**src/rtl/fetch_stage_pkg.sv**
```systemverilog
// Shared fetch-stage constants and FSM encoding.
// Pure declarations: no latency, no flow control.
package fetch_stage_pkg;

  localparam int INST_WIDTH = 32;
  localparam int PC_INCR    = 4;

  typedef enum logic [1:0] {
    ST_IDLE,
    ST_RUN,
    ST_FLUSH
  } fetch_state_e;

endpackage

```
**src/rtl/fetch_fifo.sv**
```systemverilog
// Synchronous FIFO with clear; head is visible combinationally while not empty.
// Latency: a push is visible at the head the cycle after. Push when full is ignored; pop when empty is ignored.
module fetch_fifo #(
  parameter int DW    = 64,
  parameter int DEPTH = 2
) (
  input  logic                     clk,
  input  logic                     rst_n,
  input  logic                     clr,
  input  logic                     push,
  input  logic [DW-1:0]            push_dat,
  input  logic                     pop,
  output logic [DW-1:0]            head_dat,
  output logic [$clog2(DEPTH):0]   count,
  output logic                     full,
  output logic                     empty
);

  localparam int PW = $clog2(DEPTH);

  logic [DW-1:0] mem_q [DEPTH];
  logic [PW-1:0] wr_q, wr_d, rd_q, rd_d;
  logic [PW:0]   cnt_q, cnt_d;
  logic          do_push, do_pop;

  assign full     = (cnt_q == (PW+1)'(DEPTH));
  assign empty    = (cnt_q == '0);
  assign count    = cnt_q;
  assign head_dat = mem_q[rd_q];
  assign do_push  = push && !full;
  assign do_pop   = pop && !empty;

  always_comb begin
    wr_d  = wr_q;
    rd_d  = rd_q;
    cnt_d = cnt_q;
    if (clr) begin
      wr_d  = '0;
      rd_d  = '0;
      cnt_d = '0;
    end else begin
      if (do_push) wr_d = wr_q + PW'(1);
      if (do_pop)  rd_d = rd_q + PW'(1);
      cnt_d = cnt_q + (PW+1)'(do_push) - (PW+1)'(do_pop);
    end
  end

  always_ff @(posedge clk or negedge rst_n) begin
    if (!rst_n) begin
      wr_q  <= '0;
      rd_q  <= '0;
      cnt_q <= '0;
    end else begin
      wr_q  <= wr_d;
      rd_q  <= rd_d;
      cnt_q <= cnt_d;
    end
  end

  // Storage is not reset; validity is tracked by cnt_q alone.
  always_ff @(posedge clk) begin
    if (do_push && !clr) mem_q[wr_q] <= push_dat;
  end

endmodule

```
**src/rtl/fetch_stage.sv**
```systemverilog
// Instruction fetch: PC, credit-limited imem reads, response FIFO, output register. Optional FETCH_PERF_CNT_EN adds perf counters.
// Latency: response to inst one cycle (registered bypass when FIFO empty); stall holds inst and stops requests once credits run out.
module fetch_stage
  import fetch_stage_pkg::*;
#(
  parameter int                    ADDR_WIDTH = 32,
  parameter logic [ADDR_WIDTH-1:0] RESET_PC   = '0,
  parameter int                    FIFO_DEPTH = 2
) (
  input  logic                  clk,
  input  logic                  rst_n,
  output logic                  imem_req_valid,
  input  logic                  imem_req_ready,
  output logic [ADDR_WIDTH-1:0] imem_addr,
  input  logic                  imem_rsp_valid,
  input  logic [INST_WIDTH-1:0] imem_rsp_data,
  input  logic                  redirect,
  input  logic [ADDR_WIDTH-1:0] redirect_pc,
  input  logic                  stall,
  input  logic                  noop_next,
  output logic [INST_WIDTH-1:0] inst,
  output logic [ADDR_WIDTH-1:0] inst_pc,
  output logic                  inst_valid,
  output logic                  noop_curr
`ifdef FETCH_PERF_CNT_EN
  ,
  output logic [31:0]           perf_fetched,
  output logic [31:0]           perf_dropped
`endif
);

  localparam int CW = $clog2(FIFO_DEPTH) + 1;
  localparam int EW = INST_WIDTH + ADDR_WIDTH;

  fetch_state_e          state_q, state_d;
  logic [ADDR_WIDTH-1:0] pc_q, pc_d, rsp_pc_q, rsp_pc_d, inst_pc_q, inst_pc_d, target;
  logic [CW-1:0]         in_flight_q, in_flight_d, drop_q, drop_d, fifo_count;
  logic [INST_WIDTH-1:0] inst_q, inst_d;
  logic                  inst_valid_q, inst_valid_d, noop_q, noop_d;
  logic                  credit_ok, accept, rsp_keep, rsp_drop, advance, bypass;
  logic                  fifo_push, fifo_pop, fifo_full, fifo_empty;
  logic [EW-1:0]         fifo_head;
  logic [1:0]            unused_redirect_bits;

  assign target               = {redirect_pc[ADDR_WIDTH-1:2], 2'b00};
  assign unused_redirect_bits = redirect_pc[1:0];

  // Credits cover both outstanding requests and buffered responses, so the FIFO can never overflow.
  assign credit_ok      = ({1'b0, in_flight_q} + {1'b0, fifo_count}) < (CW+1)'(FIFO_DEPTH);
  assign imem_req_valid = (state_q == ST_RUN) && credit_ok;
  assign imem_addr      = pc_q;
  assign accept         = imem_req_valid && imem_req_ready;

  assign rsp_drop  = imem_rsp_valid && (drop_q != '0);
  assign rsp_keep  = imem_rsp_valid && (drop_q == '0);
  assign advance   = !inst_valid_q || !stall;
  assign bypass    = rsp_keep && fifo_empty && advance && !redirect;
  assign fifo_push = rsp_keep && !bypass && !redirect;
  assign fifo_pop  = advance && !fifo_empty && !redirect;

  assign in_flight_d = in_flight_q + CW'(accept) - CW'(imem_rsp_valid);

  fetch_fifo #(
    .DW    (EW),
    .DEPTH (FIFO_DEPTH)
  ) u_fifo (
    .clk      (clk),
    .rst_n    (rst_n),
    .clr      (redirect),
    .push     (fifo_push),
    .push_dat ({imem_rsp_data, rsp_pc_q}),
    .pop      (fifo_pop),
    .head_dat (fifo_head),
    .count    (fifo_count),
    .full     (fifo_full),
    .empty    (fifo_empty)
  );

  always_comb begin
    state_d = state_q;
    case (state_q)
      ST_IDLE:  state_d = ST_RUN;
      ST_RUN:   state_d = ST_RUN;
      ST_FLUSH: state_d = ST_RUN;
      default:  state_d = ST_IDLE;
    endcase
    if (redirect) state_d = ST_FLUSH;
  end

  always_ff @(posedge clk or negedge rst_n) begin
    if (!rst_n) state_q <= ST_IDLE;
    else        state_q <= state_d;
  end

  always_comb begin
    pc_d         = pc_q;
    rsp_pc_d     = rsp_pc_q;
    drop_d       = drop_q;
    inst_d       = inst_q;
    inst_pc_d    = inst_pc_q;
    inst_valid_d = inst_valid_q;
    noop_d       = noop_q;
    if (accept)   pc_d     = pc_q + ADDR_WIDTH'(PC_INCR);
    // Responses return in order, so the next kept response belongs to rsp_pc_q.
    if (rsp_keep) rsp_pc_d = rsp_pc_q + ADDR_WIDTH'(PC_INCR);
    if (rsp_drop) drop_d   = drop_q - CW'(1);
    if (advance) begin
      if (inst_valid_q) noop_d = noop_next;
      if (!fifo_empty) begin
        inst_d       = fifo_head[EW-1 -: INST_WIDTH];
        inst_pc_d    = fifo_head[ADDR_WIDTH-1:0];
        inst_valid_d = 1'b1;
      end else if (rsp_keep) begin
        inst_d       = imem_rsp_data;
        inst_pc_d    = rsp_pc_q;
        inst_valid_d = 1'b1;
      end else begin
        inst_valid_d = 1'b0;
      end
    end
    if (redirect) begin
      pc_d         = target;
      rsp_pc_d     = target;
      drop_d       = in_flight_d;
      inst_valid_d = 1'b0;
      noop_d       = 1'b0;
    end
  end

  always_ff @(posedge clk or negedge rst_n) begin
    if (!rst_n) begin
      pc_q         <= RESET_PC;
      rsp_pc_q     <= RESET_PC;
      in_flight_q  <= '0;
      drop_q       <= '0;
      inst_q       <= '0;
      inst_pc_q    <= '0;
      inst_valid_q <= 1'b0;
      noop_q       <= 1'b0;
    end else begin
      pc_q         <= pc_d;
      rsp_pc_q     <= rsp_pc_d;
      in_flight_q  <= in_flight_d;
      drop_q       <= drop_d;
      inst_q       <= inst_d;
      inst_pc_q    <= inst_pc_d;
      inst_valid_q <= inst_valid_d;
      noop_q       <= noop_d;
    end
  end

  assign inst       = inst_q;
  assign inst_pc    = inst_pc_q;
  assign inst_valid = inst_valid_q;
  assign noop_curr  = noop_q;

  a_no_overflow: assert property (@(posedge clk) disable iff (!rst_n) !(fifo_push && fifo_full));

`ifdef FETCH_PERF_CNT_EN
  logic [31:0] perf_fetched_q, perf_dropped_q;

  always_ff @(posedge clk or negedge rst_n) begin
    if (!rst_n) begin
      perf_fetched_q <= '0;
      perf_dropped_q <= '0;
    end else begin
      if (rsp_keep && !redirect) perf_fetched_q <= perf_fetched_q + 32'd1;
      perf_dropped_q <= perf_dropped_q + 32'(rsp_drop)
                      + (redirect ? (32'(fifo_count) + 32'(rsp_keep)) : 32'd0);
    end
  end

  assign perf_fetched = perf_fetched_q;
  assign perf_dropped = perf_dropped_q;
`endif

endmodule

```
**config.mk**
```make
export PLATFORM = sky130hd
export DESIGN_NAME = fetch_stage
export DESIGN_NICKNAME = d
export VERILOG_FILES = /design/src/rtl/fetch_stage_pkg.sv /design/src/rtl/fetch_fifo.sv /design/src/rtl/fetch_stage.sv
export SDC_FILE = /design/constraint.sdc
export NUM_CORES = 1
export LEC_CHECK = 0
export ABC_CLOCK_PERIOD_IN_PS = 8200
export BUFFER_PORTS_ARGS = -buffer_cell sky130_fd_sc_hd__buf_2
export CORE_MARGIN = 4
export CORE_UTILIZATION = 30
export CTS_BUF_LIST = sky130_fd_sc_hd__clkbuf_4 sky130_fd_sc_hd__clkbuf_8 sky130_fd_sc_hd__clkbuf_16
export DETAILED_ROUTE_END_ITERATION = 10
export HOLD_SLACK_MARGIN = 0.03
export MAX_ROUTING_LAYER = met4
export PLACE_DENSITY_LB_ADDON = 0.08
export SYNTH_ARGS = -nofsm -noshare
export SYNTH_HDL_FRONTEND = slang
export SYNTH_SLANG_ARGS = --single-unit
```
**constraint.sdc**
```tcl
create_clock -name clk -period 8.2 [get_ports clk]
set_clock_uncertainty 0.2 [all_clocks]
set_input_delay 0.41 -clock clk [delete_from_list [all_inputs] [get_ports clk]]
set_output_delay 0.41 -clock clk [all_outputs]
set_load 0.05 [all_outputs]
```
---- Yosys cells after proc, flatten, opt, wreduce, memory -nomap -nowiden ----
Memory sizes are Yosys's and may differ from the RTL's.
Index checks and enable logic that the tools add are counted.
Widths: inputs -> output; s select.
operators by class
  equality and inequality tests ........... 4
  add/sub/neg operators ................... 10
  multiplexer cells ....................... 26
  reductions and logical operators ........ 35
  order comparisons ....................... 1
operators with widths
  cell                   count
  $mux 32                8
  $add 32x3->32 const B  2
  $reduce_bool 2->1      8
  $logic_and 1x1->1      14
  $mux 1                 14
  $mux 2                 4
  $logic_not 1->1        6
  $logic_not 2->1        3
  $add 2x1->2            2
  $eq 2x2->1 const B     2
  $reduce_and 2->1       2
  $sub 2x1->2            2
  $add 2x2->3            1
  $lt 3x2->1 const B     1
  $reduce_or 3->1        1
  $add 1x1->1 const B    2
  $eq 2x1->1 const B     1
  $ne 2x2->1 const B     1
  $sub 2x1->2 const B    1
  $logic_or 1x1->1       1
storage, ports and cells
  flip-flop bits (word level) ............. 140
  output and inout bits ................... 99
  RAM bits ................................ 128
  memories ................................ 1
memory list
  memory        depth  width  read ports  clocked after memory_dff  write ports  RTL line          source
  u_fifo.mem_q  2      64     1           0                         1            fetch_fifo.sv:21  logic [DW-1:0] mem_q [DEPTH];

---- Logic depth before layout (Yosys ltp) ----
  depth after elaboration ................. 12
  depth in mapped cells ................... 12

---- Modules after synthesis ----
A second synthesis with hierarchy kept.
unflattened totals
  cell total of the unflattened synthesis .. 941
  area total of the unflattened synthesis .. 12047.8 um^2
modules (own cells, without submodules)
  module       area each (um^2)  times used  cells an instance
  fetch_stage  6972.9            1           719
  fetch_fifo   5074.9            1           222

---- Worst setup path after synthesis ----
OpenSTA, ideal clock, no wires.
  path type ............................... register -> register
  start ................................... register inst_valid_q (netlist: inst_valid)
  end ..................................... register u_fifo.wr_q
  buffers on the path ..................... 0
  data arrival time ....................... 7448 ps
  setup time .............................. 111 ps
  cell stages (with the launch flop) ...... 5
  period minus slack after synthesis ...... 7759 ps
  setup slack ............................. 441 ps
  cells stage by stage .................... dfrtp_1 nand2_1 o21a_1 nor4_1 o21bai_1
on the way
  cells in the longest elaborated chain, start to end .. 9
ends and longest elaborated chain
  element                             RTL line            source
  start: declaration                  fetch_stage.sv:39   logic inst_valid_q, inst_valid_d, noop_q, noop_d;
  start signal: assignment            fetch_stage.sv:147  inst_valid_q <= inst_valid_d;
  $logic_not 1->1                     fetch_stage.sv:56   assign advance = !inst_valid_q || !stall;
  $logic_or 1x1->1                    fetch_stage.sv:56
  $logic_and 1x1->1 (2 in series)     fetch_stage.sv:57   assign bypass = rsp_keep && fifo_empty && advance && !redirect;
  $logic_not 1->1                     fetch_stage.sv:58   assign fifo_push = rsp_keep && !bypass && !redirect;
  $logic_and 1x1->1 (2 in series)     fetch_stage.sv:58
  $logic_and 1x1->1                   fetch_fifo.sv:30    assign do_push = push && !full;
  $reduce_bool 2->1 (no source line)  n/a
  end signal: assignment              fetch_fifo.sv:54    wr_q <= wr_d;
  end: declaration                    fetch_fifo.sv:22    logic [PW-1:0] wr_q, wr_d, rd_q, rd_d;
No other way between the ends.
A chain may end at the register's enable or synchronous reset.

---- Worst setup path in the final report ----
  start ................................... register drop_q[0]
  end ..................................... memory u_fifo.mem_q[1][41], enable pin
on the way
  cells in the longest elaborated chain, start to end .. 12
ends and longest elaborated chain
  element                              RTL line            source
  start: declaration                   fetch_stage.sv:37   logic [CW-1:0] in_flight_q, in_flight_d, drop_q, drop_d, fifo_count;
  start signal: assignment             fetch_stage.sv:144  drop_q <= drop_d;
  $logic_not 2->1 (*)                  fetch_stage.sv:55   assign rsp_keep = imem_rsp_valid && (drop_q == '0);
  $logic_and 1x1->1 (*)                fetch_stage.sv:55
  $logic_and 1x1->1 (3 in series)      fetch_stage.sv:57
  $logic_not 1->1                      fetch_stage.sv:58
  $logic_and 1x1->1 (*) (2 in series)  fetch_stage.sv:58
  $logic_and 1x1->1 (*)                fetch_fifo.sv:30
  $logic_and 1x1->1 (*)                fetch_fifo.sv:62    if (do_push && !clr) mem_q[wr_q] <= push_dat;
  $mux 1 (*)                           fetch_fifo.sv:62
  $mux 1 (not written as such) (*)     fetch_fifo.sv:62
  end: declaration                     fetch_fifo.sv:21
Mark *: on every way between the ends. The rest lies on a longest branch, timed or not.

==> results.json <==
{
  "leakage_nw": 5.60,
  "worst_pin_slew_ns": 0.986,
  "overflow": 0,
  "antenna_left": 0,
  "die_height_um": 204,
  "ys.flop_type": "dfrtp_1",
  "yosys-top-cells-area": "edfxtp_1 32%, dfrtp_1 29%, mux2i_1 5.7%",
  "grt_start_max_net_pins": 86,
  "grt_pass1_vias": 8339,
  "whs_path_depth": 3,
  "via_count": 8505,
  "tns_ns": 0,
  "dp_hpwl_um": 20100,
  "p_per_area_nw_per_um2": 356,
  "die-area_um2": 41500,
  "numCtsBuffers": 31,
  "async_reset_ff_share_pct": 51.9,
  "maxCapViolations": 0,
  "reg2reg_depth": 6,
  "num_rows": 71,
  "fp.dieW_um": 204,
  "hold_violations": 0,
  "drt_iter0_drc": 274,
  "hp-start": "redirect_pc[25]",
  "min_period_ns": 3.37,
  "synth.avg_cell_area_um2": 11.4,
  "muxShareOfSynthArea_pct": 6.73,
  "drive_above_1_share_pct": 20.4,
  "final_area_um2": 14500,
  "numClockSinks": 258,
  "clkTransAtPathRegs_ns": 0.06,
  "cts.htree.levels": 1,
  "synth_cells": 1013,
  "core_um2": 37800,
  "power_mw": 5.17,
  "synth_xor_area_share_pct": 1.83,
  "start_util_pct": 30.5,
  "reg2reg_to": "u_fifo.mem_q[1][41]",
  "syn-cell-area_um2": 11500,
  "synth_top_family_by_area": "simple AND/OR/NAND/NOR gates",
  "postRouteWirelength_um": 31000,
  "synth.distinct_cells": 49,
  "period_share_pct": 41.2,
  "final_cell_mix": "162 x buf_2, 133 x dfrtp_1, 124 x edfxtp_1, 97 x nor2_1, 89 x nand2_1",
  "worstPathRequired_ns": 8.19,
  "place.gp.congestion": 0.797,
  "ys_seq_area_share_pct": 61.5,
  "ir_worst_vdd_mv": 0.153,
  "cts_tree": "done",
  "met3_wirelength_um": 1430,
  "synth-simple-area-share_pct": 14.9,
  "wl_met2_um": 13600,
  "hold_end": "rsp_pc_q[25]",
  "avgRoutedWirePerCell_um": 17.7,
  "cp.arrival_ns": 3.36,
  "nNetsFinal": 1295,
  "yosysTopAreaCellShare_pct": 32.4,
  "synth_top_area_cell": "edfxtp_1",
  "layout.cells.non_filler": 1753,
  "rr_startpoint": "drop_q[0]",
  "path_max_fanout": 35,
  "highest_layer": "met4",
  "status": "finished, final reports clean",
  "synthToLayoutAreaGrowth_pct": 26.1,
  "synth_edf_count": 124,
  "setup_viol": 0,
  "rsz0062_at_grt": "false",
  "grt_pass1_wl_um": 48800,
  "yosys.area_share.adder_pct": 0.936,
  "final_common_cell": "buf_2",
  "worstSetupStartpointType": "flip-flop",
  "synth_compound_area_share_pct": 11.1,
  "place_inst": 1633,
  "ff2ff_setup_slack_ns": 4.83,
  "antenna_found_initial": 2,
  "drc": 0,
  "track_usage_pct": 15.1,
  "pin_count": 170,
  "detail_route.vias_per_cell": 4.85,
  "path_class": "flip-flop to flip-flop",
  "report.final.slew_viol_count": 0,
  "yosysWarnings": 0,
  "postPlaceCellArea_um2": 12800,
  "synth_seq_cells": 258,
  "clk_path_buf_depth": 3,
  "drt_first_pass_iters": 4,
  "wl_met1_um": 15300,
  "slew_headroom_pct": 34.1,
  "cts_root_buf": "clkbuf_16",
  "end_kind": "flip-flop",
  "io_buffers": 163,
  "hold_class": "input pin to flip-flop",
  "clock_latency_ns": 0.55,
  "fmax_mhz": 296
}
[flip-flops by register name, summed over array words and instances, names as in the netlist]
register / count
u_fifo.wr_q: 1
state_q: 2
inst_valid: 1
rsp_pc_q: 30
u_fifo.count: 2
in_flight_q: 2
inst: 32
inst_pc: 30
u_fifo.rd_q: 1
drop_q: 2
u_fifo.mem_q: 124
imem_addr: 30
noop_curr: 1
[layout make-up]
class	instances	area, µm²
inverters	16	60.1
repair buffers	235	1520
fillers	3747	23200
diodes	1	2.50
clock buffers	43	910
well taps	511	639
multi-input cells	674	4120
clock inverters	15	179
flip-flops and latches	258	7080
[critical path: stages (launching register included)]
cell and delay (ns):
dfrtp_1 0.36, inv_1 0.09, ha_1 0.26, nand2_1 0.40
nor3_1 0.40, and2_2 0.70, buf_4 0.57
[where the power goes]
group	switching [mW]	total [mW]	internal (mW)	leakage, nW
Sequential	0.193	1.79	1.60	2.73
Clock	0.532	1.43	0.895	0.539
Combinational	1.40	1.95	0.547	2.33
[through the flow]
step / hold WS (ns) / utilization [%] / setup slack [ns]
2_1_floorplan: -0.0856 / - / 0.441
6_report: 0.0604 / 38.4 / 4.83
4_1_cts: 0.0406 / 38.4 / 4.70
3_5_place_dp: 0.233 / 33.9 / 4.69
5_1_grt: 0.107 / 38.4 / 4.49
3_3_place_gp: 0.231 / 33.9 / 4.69
[cell families after synthesis]
group                    after synthesis
AND/OR/NAND/NOR                      346
flip-flops                           258
AO/OA/AOI/OAI                        216
buffers and inverters                 84
multiplexers                          76
XOR/XNOR                              24
adder cells (fa/ha/maj)                8
other                                  1
[worst max-delay path by stage]
stage               start  slack, ns  cells past startpoint                   to
6_report        drop_q[0]       4.83                      6  u_fifo.mem_q[1][41]
5_1_grt         drop_q[0]       4.49                      6  u_fifo.mem_q[1][42]
4_1_cts         drop_q[0]       4.70                      6  u_fifo.mem_q[1][41]
3_5_place_dp    drop_q[0]       4.69                      6  u_fifo.mem_q[1][59]
3_3_place_gp    drop_q[0]       4.69                      6  u_fifo.mem_q[1][41]
2_1_floorplan  inst_valid       0.44                      4          u_fifo.wr_q
[Yosys cell counts, types with 3 or more instances]
cell type    n
or4_1       13
nor2b_1      8
buf_4        5
mux2_2      11
a21oi_1     75
xnor2_1     22
ha_1         7
nor3_1      28
mux2i_1     65
edfxtp_1   124
o31ai_1     17
dfrtp_1    134
clkbuf_1    49
and3_1      10
a31oi_1     18
nand2b_1     5
and4_1      15
inv_1       15
a211oi_1    16
o21ai_0     67
or3_1        3
nor2_1      98
a311oi_1    10
and2_1       7
o21a_1       3
nand4_1     24
buf_1       11
nand3_1     19
nand2_1     89
nor4_1      22
[layer usage]
layer / track usage (%) / up-vias
li1: - / 4167
met1: 21.9 / 4103
met2: 22.4 / 191
met3: 2.35 / 44
met4: 3.73 / 0
met5: - / -
[repair_timing]
| action | 4_1_cts | 5_1_grt |
|---|---|---|
| endpoints found under the hold margin | 218 | 0 |
| hold buffers | 61 | 0 |
| resized for setup | 0 | 0 |
| setup buffers | 0 | 0 |
Power figures use the tool's default switching activity.
